## src/rtl/dsp_mem_banks.sv

```systemverilog
// ---------------------------------------------------------------------------
// dsp_mem_banks
//
// Purpose:
//   Two independent single-write / single-read register-file banks of depth
//   D = 2^(A-1), words of W bits. After reset an internal sweep writes zero
//   to every index of both banks, one index per cycle. Only after the sweep
//   does the block accept writes and produce read data. Writes that arrive
//   during the sweep are discarded and recorded in a sticky flag.
//
// Widths:
//   A = `MEM_ADDR_LEN, W = `REG_WORD_LEN. These normally come from
//   definitions.v. When that file has not been compiled first, the defaults
//   below are used: A = 8, W = 16.
//
// Optional feature:
//   DSP_MEM_BYPASS_EN
//     Defined:   a read and a write to the same bank and index in the same
//                cycle return the new write data (write-first).
//     Undefined: the read returns the previously stored word (read-first).
//
// Ports:
//   clk           in   1  single clock, rising edge
//   rst           in   1  synchronous active-high reset
//   read_addr_1   in   A  bank-1 read address, MSB ignored
//   read_addr_2   in   A  bank-2 read address, MSB ignored
//   write_addr_2  in   A  write address, MSB selects bank (0 = 1, 1 = 2)
//   write_en      in   1  write strobe
//   write_data    in   W  write data
//   read_data_1   out  W  registered bank-1 read data
//   read_data_2   out  W  registered bank-2 read data
//   mem_ready     out  1  sweep finished, accesses accepted
//   wr_drop       out  1  sticky: a write arrived while not ready
// ---------------------------------------------------------------------------
`ifndef MEM_ADDR_LEN
`define MEM_ADDR_LEN 8
`endif
`ifndef REG_WORD_LEN
`define REG_WORD_LEN 16
`endif

module dsp_mem_banks #(
    parameter int A = `MEM_ADDR_LEN,
    parameter int W = `REG_WORD_LEN
) (
    input  logic         clk,
    input  logic         rst,
    input  logic [A-1:0] read_addr_1,
    input  logic [A-1:0] read_addr_2,
    input  logic [A-1:0] write_addr_2,
    input  logic         write_en,
    input  logic [W-1:0] write_data,
    output logic [W-1:0] read_data_1,
    output logic [W-1:0] read_data_2,
    output logic         mem_ready,
    output logic         wr_drop
);

    localparam int IW = A - 1;
    localparam int D  = 1 << IW;

    typedef enum logic {
        CLEAR = 1'b0,
        READY = 1'b1
    } state_e;

    state_e         state_q, state_d;
    logic [IW-1:0]  clrIdx_q, clrIdx_d;

    logic [W-1:0]   bank1_q [D];
    logic [W-1:0]   bank2_q [D];

    logic [W-1:0]   rdData1_q, rdData1_d;
    logic [W-1:0]   rdData2_q, rdData2_d;
    logic           wrDrop_q, wrDrop_d;

    logic           clearWe;
    logic           userWe;
    logic           dropEvent;
    logic           isReady;

    logic [IW-1:0]  rdIdx1;
    logic [IW-1:0]  rdIdx2;
    logic [IW-1:0]  wrIdx;
    logic           wrBank;

    // Read-address MSBs carry no meaning for a single bank.
    logic           unusedAddrMsbs;

    assign rdIdx1         = read_addr_1[IW-1:0];
    assign rdIdx2         = read_addr_2[IW-1:0];
    assign wrIdx          = write_addr_2[IW-1:0];
    assign wrBank         = write_addr_2[A-1];
    assign unusedAddrMsbs = read_addr_1[A-1] ^ read_addr_2[A-1];

    // -----------------------------------------------------------------------
    // FSM state register. Holding rst keeps clrIdx at 0, so the sweep always
    // starts from the beginning after any reset.
    // -----------------------------------------------------------------------
    always_ff @(posedge clk) begin
        if (rst) begin
            state_q  <= CLEAR;
            clrIdx_q <= '0;
        end else begin
            state_q  <= state_d;
            clrIdx_q <= clrIdx_d;
        end
    end

    // -----------------------------------------------------------------------
    // FSM next state. The sweep leaves CLEAR after writing the last index;
    // the counter then freezes instead of wrapping.
    // -----------------------------------------------------------------------
    always_comb begin
        state_d  = state_q;
        clrIdx_d = clrIdx_q;
        case (state_q)
            CLEAR: begin
                if (clrIdx_q == {IW{1'b1}}) begin
                    state_d = READY;
                end else begin
                    clrIdx_d = clrIdx_q + 1'b1;
                end
            end
            READY: begin
                state_d = READY;
            end
            default: begin
                state_d = CLEAR;
            end
        endcase
    end

    // -----------------------------------------------------------------------
    // FSM outputs. Array writes are gated with rst so a write presented in a
    // reset cycle is lost rather than landing in the array.
    // -----------------------------------------------------------------------
    always_comb begin
        isReady   = (state_q == READY);
        clearWe   = (state_q == CLEAR) && !rst;
        userWe    = (state_q == READY) && write_en && !rst;
        dropEvent = (state_q == CLEAR) && write_en;
    end

    // -----------------------------------------------------------------------
    // Storage arrays, deliberately without reset: only the sweep zeroes them.
    // -----------------------------------------------------------------------
    always_ff @(posedge clk) begin
        if (clearWe) begin
            bank1_q[clrIdx_q] <= '0;
            bank2_q[clrIdx_q] <= '0;
        end else if (userWe) begin
            if (wrBank) begin
                bank2_q[wrIdx] <= write_data;
            end else begin
                bank1_q[wrIdx] <= write_data;
            end
        end
    end

    // -----------------------------------------------------------------------
    // Read-data next value. With the bypass enabled, a colliding write in the
    // same bank forwards write_data instead of the stale array word.
    // -----------------------------------------------------------------------
    always_comb begin
        rdData1_d = bank1_q[rdIdx1];
        rdData2_d = bank2_q[rdIdx2];
`ifdef DSP_MEM_BYPASS_EN
        if (userWe && !wrBank && (wrIdx == rdIdx1)) begin
            rdData1_d = write_data;
        end
        if (userWe && wrBank && (wrIdx == rdIdx2)) begin
            rdData2_d = write_data;
        end
`endif
    end

    // -----------------------------------------------------------------------
    // Read-data registers, forced to zero until the sweep is complete.
    // -----------------------------------------------------------------------
    always_ff @(posedge clk) begin
        if (rst || !isReady) begin
            rdData1_q <= '0;
            rdData2_q <= '0;
        end else begin
            rdData1_q <= rdData1_d;
            rdData2_q <= rdData2_d;
        end
    end

    // -----------------------------------------------------------------------
    // Sticky dropped-write flag; only reset clears it.
    // -----------------------------------------------------------------------
    always_comb begin
        wrDrop_d = wrDrop_q | dropEvent;
    end

    always_ff @(posedge clk) begin
        if (rst) begin
            wrDrop_q <= 1'b0;
        end else begin
            wrDrop_q <= wrDrop_d;
        end
    end

    assign read_data_1 = rdData1_q;
    assign read_data_2 = rdData2_q;
    assign mem_ready   = isReady;
    assign wr_drop     = wrDrop_q;

endmodule
```

## config.mk

```make
export PLATFORM = sky130hd
export DESIGN_NAME = dsp_mem_banks
export DESIGN_NICKNAME = d
export VERILOG_FILES = /design/src/rtl/dsp_mem_banks.sv
export SDC_FILE = /design/constraint.sdc
export NUM_CORES = 2
export LEC_CHECK = 0
export BUFFER_PORTS_ARGS = -buffer_cell sky130_fd_sc_hd__buf_4
export CAP_MARGIN = 25
export CORE_MARGIN = 4
export CORE_UTILIZATION = 50
export CTS_CLUSTER_DIAMETER = 200
export DETAILED_ROUTE_END_ITERATION = 10
export GPL_ROUTABILITY_DRIVEN = 0
export PLACE_DENSITY = 0.63
export SYNTH_ARGS = -nofsm -noshare
export SYNTH_HDL_FRONTEND = slang
export SYNTH_SLANG_ARGS = --single-unit
```

## constraint.sdc

```tcl
create_clock -name clk -period 5.51 [get_ports clk]
set_clock_uncertainty 0.1 [all_clocks]
set_input_delay 0.551 -clock clk [delete_from_list [all_inputs] [get_ports clk]]
set_output_delay 0.551 -clock clk [all_outputs]
set_load 0.01 [all_outputs]
```

; ---- Yosys cells after proc, flatten, opt, wreduce, memory -nomap -nowiden
; Memories as Yosys holds them, arrays and structs flattened. A register that Yosys moved wholly into a read port is not among the register bits.
; Index checks and enable logic that the tools add are counted.
[classes]
addsub = 1
eq_ne = 1
n_mux = 18
bitwise_logic = 3
n_reduce_logical = 10
[op_table]
columns = op, count
row1 = two-way mux 16 bit, 2
row2 = OR reduction 16 bit, 2
row3 = two-way mux 7 bit, 2
row4 = two-way mux 1 bit, 13
row5 = adder 7 x 1 -> 7 bit (second input constant), 1
row6 = equality test 7 bit (second input constant), 1
row7 = logical AND 1 bit, 4
row8 = zero test 1 bit, 2
row9 = inverter 1 bit, 2
row10 = case mux 1 bit (2 select lines), 1
row11 = AND reduction 2 bit, 1
row12 = logical OR 1 bit, 1
row13 = OR 1 bit, 1
[totals]
reg_bits = 9
mem_bits_rw = 4096
out_inout_bits = 34
n_memories = 2
[mem_list]
columns = memory, words, width, read_ports, rd_ports_with_merged_regs, wr, line
row1 = bank1_q, 128, 16, 1, 1, 1, 70  ; logic [W-1:0] bank1_q [D];
row2 = bank2_q, 128, 16, 1, 1, 1, 71  ; logic [W-1:0] bank2_q [D];

; ---- Longest topological paths before layout
[logic_depth]
ltp_word = 7
depth_mapped = 11
mapped_depth_nobuf = 7

; ---- Worst setup path before layout
; Ideal clock, no wire load.
[synth_timing]
path_type = input port to flip-flop
start = input rst
end = memory bank1_q[0][0] (netlist name), data pin
arrival_time_ps = 3167
required_ps = 4876
slack_ps = 1709
cell_stages = 5
path_buffers = 3
cell_sequence = and4bb_2 > clkbuf_1 > buf_2 > clkbuf_1 > and2_1
[synth_between]
elab_chain_len = 7
word_cells_on_any_way = 8
cone_classes = mux (4) / reduce/logical (4)
[synth_rtl]
columns = element, line
row1 = from (decl), 47  ; input logic rst,
row2 = zero test 1 bit *, "140, 141"
row3 = logical AND 1 bit, 141  ; userWe = (state_q == READY) && write_en && !rst;
row4 = two-way mux 1 bit, 152  ; end else if (userWe) begin
row5 = two-way mux 1 bit *, 149  ; if (clearWe) begin
row6 = two-way mux 1 bit (implied by the code) *, 156  ; bank1_q[wrIdx] <= write_data;
row7 = OR reduction 16 bit (no source line) *, n/a
row8 = two-way mux 16 bit (no source line) *, n/a
row9 = to (decl), 70
; Mark *: on every way between the ends. The rest lies on a longest branch, timed or not.

; ---- Final worst setup path
[layout_timing]
start = register state_q (netlist: mem_ready)
end = memory bank2_q[118][9] (netlist name) (enable)
[layout_between]
elab_chain_len = 7
word_cells_on_any_way = 12
cone_classes = mux (7) / bitwise (1) / reduce/logical (4)
[layout_rtl]
columns = element, line
row1 = from (decl), 67  ; state_e state_q, state_d;
row2 = from (signal assigned), 105  ; state_q <= state_d;
row3 = logical AND 1 bit (2 in a row), 141
row4 = two-way mux 1 bit, 152
row5 = two-way mux 1 bit, 149
row6 = two-way mux 1 bit (implied by the code), 154  ; bank2_q[wrIdx] <= write_data;
row7 = OR reduction 16 bit (no source line), n/a
row8 = two-way mux 7 bit (no source line) or two-way mux 1 bit (tied branches), n/a
row9 = to (decl), 71
; Several ways; a longest one is shown, not always the timed one.

==> impl_metrics.json <==
{
  "status": "complete, no violations",
  "seq_area_frac_synth": 0.782,
  "cpMostUsedCell": "buf_4",
  "hp-class": "in -> reg",
  "wirelength_microns": 397000,
  "die_h_microns": 571,
  "die-area_sq_mm": 0.326,
  "cts-resized-gates": 0,
  "ir_worst_vdd_uv": 397,
  "nNetsFinal": 8054,
  "worst_setup_hold_path_clk_slew_ns": 0.06,
  "critPathLaunchType": "flop",
  "power_switching_mw": 12.7,
  "drt_iter0_markers": 9196,
  "wl_per_cell_microns": 31.7,
  "setup_viol": 0,
  "setup_tns_ns": 0,
  "core_sq_mm": 0.315,
  "critPathBufInv": 2,
  "numCtsBuffers": 408,
  "start_util": 0.503,
  "startpoint": "mem_ready",
  "tightest_slew_ns": 1.10,
  "r2r_end": "bank2_q[118][9]",
  "synthTopCellsByArea": "edfxtp_1, mux4_2, mux2i_1",
  "p_sw_frac": 0.199,
  "drv_slew": 0,
  "row_count": 206,
  "worstReg2RegStart": "mem_ready",
  "drv_cap": 0,
  "relSlewSlack": 0.257,
  "synth_edf_count": 4096,
  "hold_violations": 0,
  "finalCritPeriodShare": 0.818,
  "p_clk_frac": 0.440,
  "yosysUniqueCellTypes": 63,
  "powerDensity_mw_per_mm2": 354,
  "crit_fanout": 20,
  "cts_num_sinks": 4137,
  "synth_top_area_cell": "edfxtp_1",
  "syn_nets": 7479,
  "ys_warn_count": 0,
  "p_leak_nw": 65.8,
  "portBuffers": 74,
  "synthMostInstantiatedCell": "edfxtp_1",
  "crit_path_top_delay_cell": "o31ai_1",
  "period_needed_ns": 4.51,
  "cts_setup_buffers": 0,
  "drcViolationCount": 0,
  "area_delta_synth_final_pct": 13.7,
  "cts_root_buf": "clkbuf_16",
  "first_pass_iters": 6,
  "cpLargestDelayFamily": "simple AND/OR/NAND/NOR gates",
  "grt_use_total": 0.242,
  "cp_data_arrival_time_ns": 5.05,
  "grt_pass1_vias": 77029,
  "p_int_mw": 51.1,
  "vias_per_cell": 6.20,
  "cts_htree_levels": 5,
  "ys_top_cells_by_count": "edfxtp_1, mux4_2, a22oi_1",
  "antenna_found_initial": 20,
  "max_stage_delay_ns": 0.88,
  "hold_buffers": 3,
  "r2r_slack_ns": 1.00,
  "path_cells": "nand4b_1, o31ai_1, nand3_1, buf_4, nor2_1, buf_4",
  "grt_overflow_total": 0,
  "num_io_pins": 77,
  "path_class": "reg -> reg",
  "rsz0062_at_grt": "no",
  "synthArstFlopShare": 0,
  "vias": 77621,
  "dp_hpwl_microns": 241000,
  "worst-endpoint-required_ns": 6.06,
  "cts_max_path_buffers": 4,
  "layout-drive-gt1-share": 0.270,
  "avgSynthCellArea_sq_um": 21.3,
  "num-fill-cells": 22899,
  "netlist_area_sq_mm": 0.158,
  "ff_latch_area_sq_mm": 0.124,
  "synth_cells": 7435,
  "clkLatencyLatePin_ns": 0.96,
  "yosysTopAreaCellShare": 0.777,
  "max_freq_ghz": 0.222,
  "p_comb_frac": 0.025,
  "setup.worst_path.end": "bank2_q[118][9]",
  "ys_ff_latch": 4137,
  "die_x_microns": 571,
  "cts_tree": "done",
  "cp.depth": 6,
  "synth_flop_cell": "edfxtp_1",
  "p_total_mw": 63.8,
  "grt_max_degree": 101,
  "seq_power_share": 0.535,
  "multi_input_area_sq_mm": 0.0326,
  "reg2reg_depth": 6,
  "ant_nets": 0,
  "end_kind": "flop",
  "grt_pass1_wl_microns": 568000
}
-- flip-flops by register name, indices dropped and copies added (netlist names) --
signal / cells
bank2_q: 2048
read_data_2: 16
wr_drop: 1
read_data_1: 16
bank1_q: 2048
clrIdx_q: 7
mem_ready: 1
-- area by class of cell --
class                           instances  share of cell area
Antenna cell                           14            0.000195
Clock buffer                          501              0.0596
Clock inverter                        253              0.0154
Inverter                               18            0.000375
Multi-Input combinational cell       2870               0.181
Sequential cell                      4137               0.688
Tap cell                             4160              0.0289
Timing Repair Buffer                  575              0.0268
-- placed cells by master, fill, tap and decap left out, types with 35 or more instances in the layout --
master / Yosys / routed
a211oi_1: 62 / 62
a22o_1: 61 / 61
a22oi_1: 336 / 336
a31oi_1: 35 / 35
buf_4: 39 / 525
bufinv_16: 0 / 54
clkbuf_1: 133 / 82
clkbuf_16: 0 / 413
clkinv_1: 0 / 74
clkinv_2: 0 / 83
dfxtp_1: 41 / 41
edfxtp_1: 4096 / 4096
mux2_2: 190 / 190
mux2i_1: 282 / 282
mux4_2: 798 / 798
nand2_1: 155 / 153
nand3_1: 38 / 38
nand4_1: 64 / 64
nor2_1: 325 / 312
nor2b_1: 47 / 43
nor3_1: 94 / 92
o21ai_0: 53 / 53
o22ai_1: 62 / 62
-- power by group through the flow --
stage | clock (mW) | sequential, mW | combinational, mW
6_report | 28.1 | 34.1 | 1.59
4_1_cts | 28.5 | 34.1 | 1.61
5_1_grt | 29.9 | 34.1 | 1.68
3_3_place_gp | 0 | 34.8 | 1.60
2_1_floorplan | 0 | 34.8 | 1.08
3_5_place_dp | 0 | 34.8 | 1.61
-- worst reg2reg max path, stage by stage, from the launching register on --
cell      delay (ns)
dfxtp_1         0.53
nand4b_1        0.65
o31ai_1         0.88
nand3_1         0.68
buf_4           0.41
nor2_1          0.61
buf_4           0.33
-- layer usage --
layer | share of wire | wire [microns] | up-vias | GRT usage
met5 | 0.00013 | 50 | - | 0
met4 | 0.036 | 14500 | 6 | 0.0797
met3 | 0.069 | 27400 | 641 | 0.0309
met2 | 0.50 | 197000 | 3259 | 0.397
met1 | 0.40 | 158000 | 41399 | 0.342
li1 | - | - | 32316 | -
-- metrics by stage --
stage	hold slack, ns	cell area, sq um	instances	util	setup slack [ns]
after floorplan	0.402	158000	7435	-	1.71
after CTS	0.0331	180000	12512	0.571	1.10
after detailed placement	0.528	166000	11755	0.528	0.865
after global routing	0.00457	180000	12517	0.571	0.775
after global placement	0.519	166000	11748	0.528	1.07
final	0.0462	180000	12528	0.572	1.00
-- worst min path at each step --
stage                   startpoint              end  cells past startpoint
floorplan                  wr_drop          wr_drop                      2
global placement       clrIdx_q[6]      clrIdx_q[6]                      2
detailed placement     clrIdx_q[6]      clrIdx_q[6]                      2
CTS                 write_data[11]  bank2_q[44][11]                      2
global route         write_data[0]   bank2_q[38][0]                      2
finish               write_data[0]   bank2_q[86][0]                      2
-- cell families after synthesis --
kind of cell / count (synthesis) / share of synthesized area
DFF: 4137 / 0.782
muxes: 1270 / 0.145
and+or+nand+nor: 871 / 0.0264
AOI/OAI and AO/OA: 723 / 0.0330
buffers and inverters: 428 / 0.0131
xor gates and xnor gates: 5 / 0.000277
adders and majority gates: 1 / 0.0000790
(Power assumes the default switching activity.)
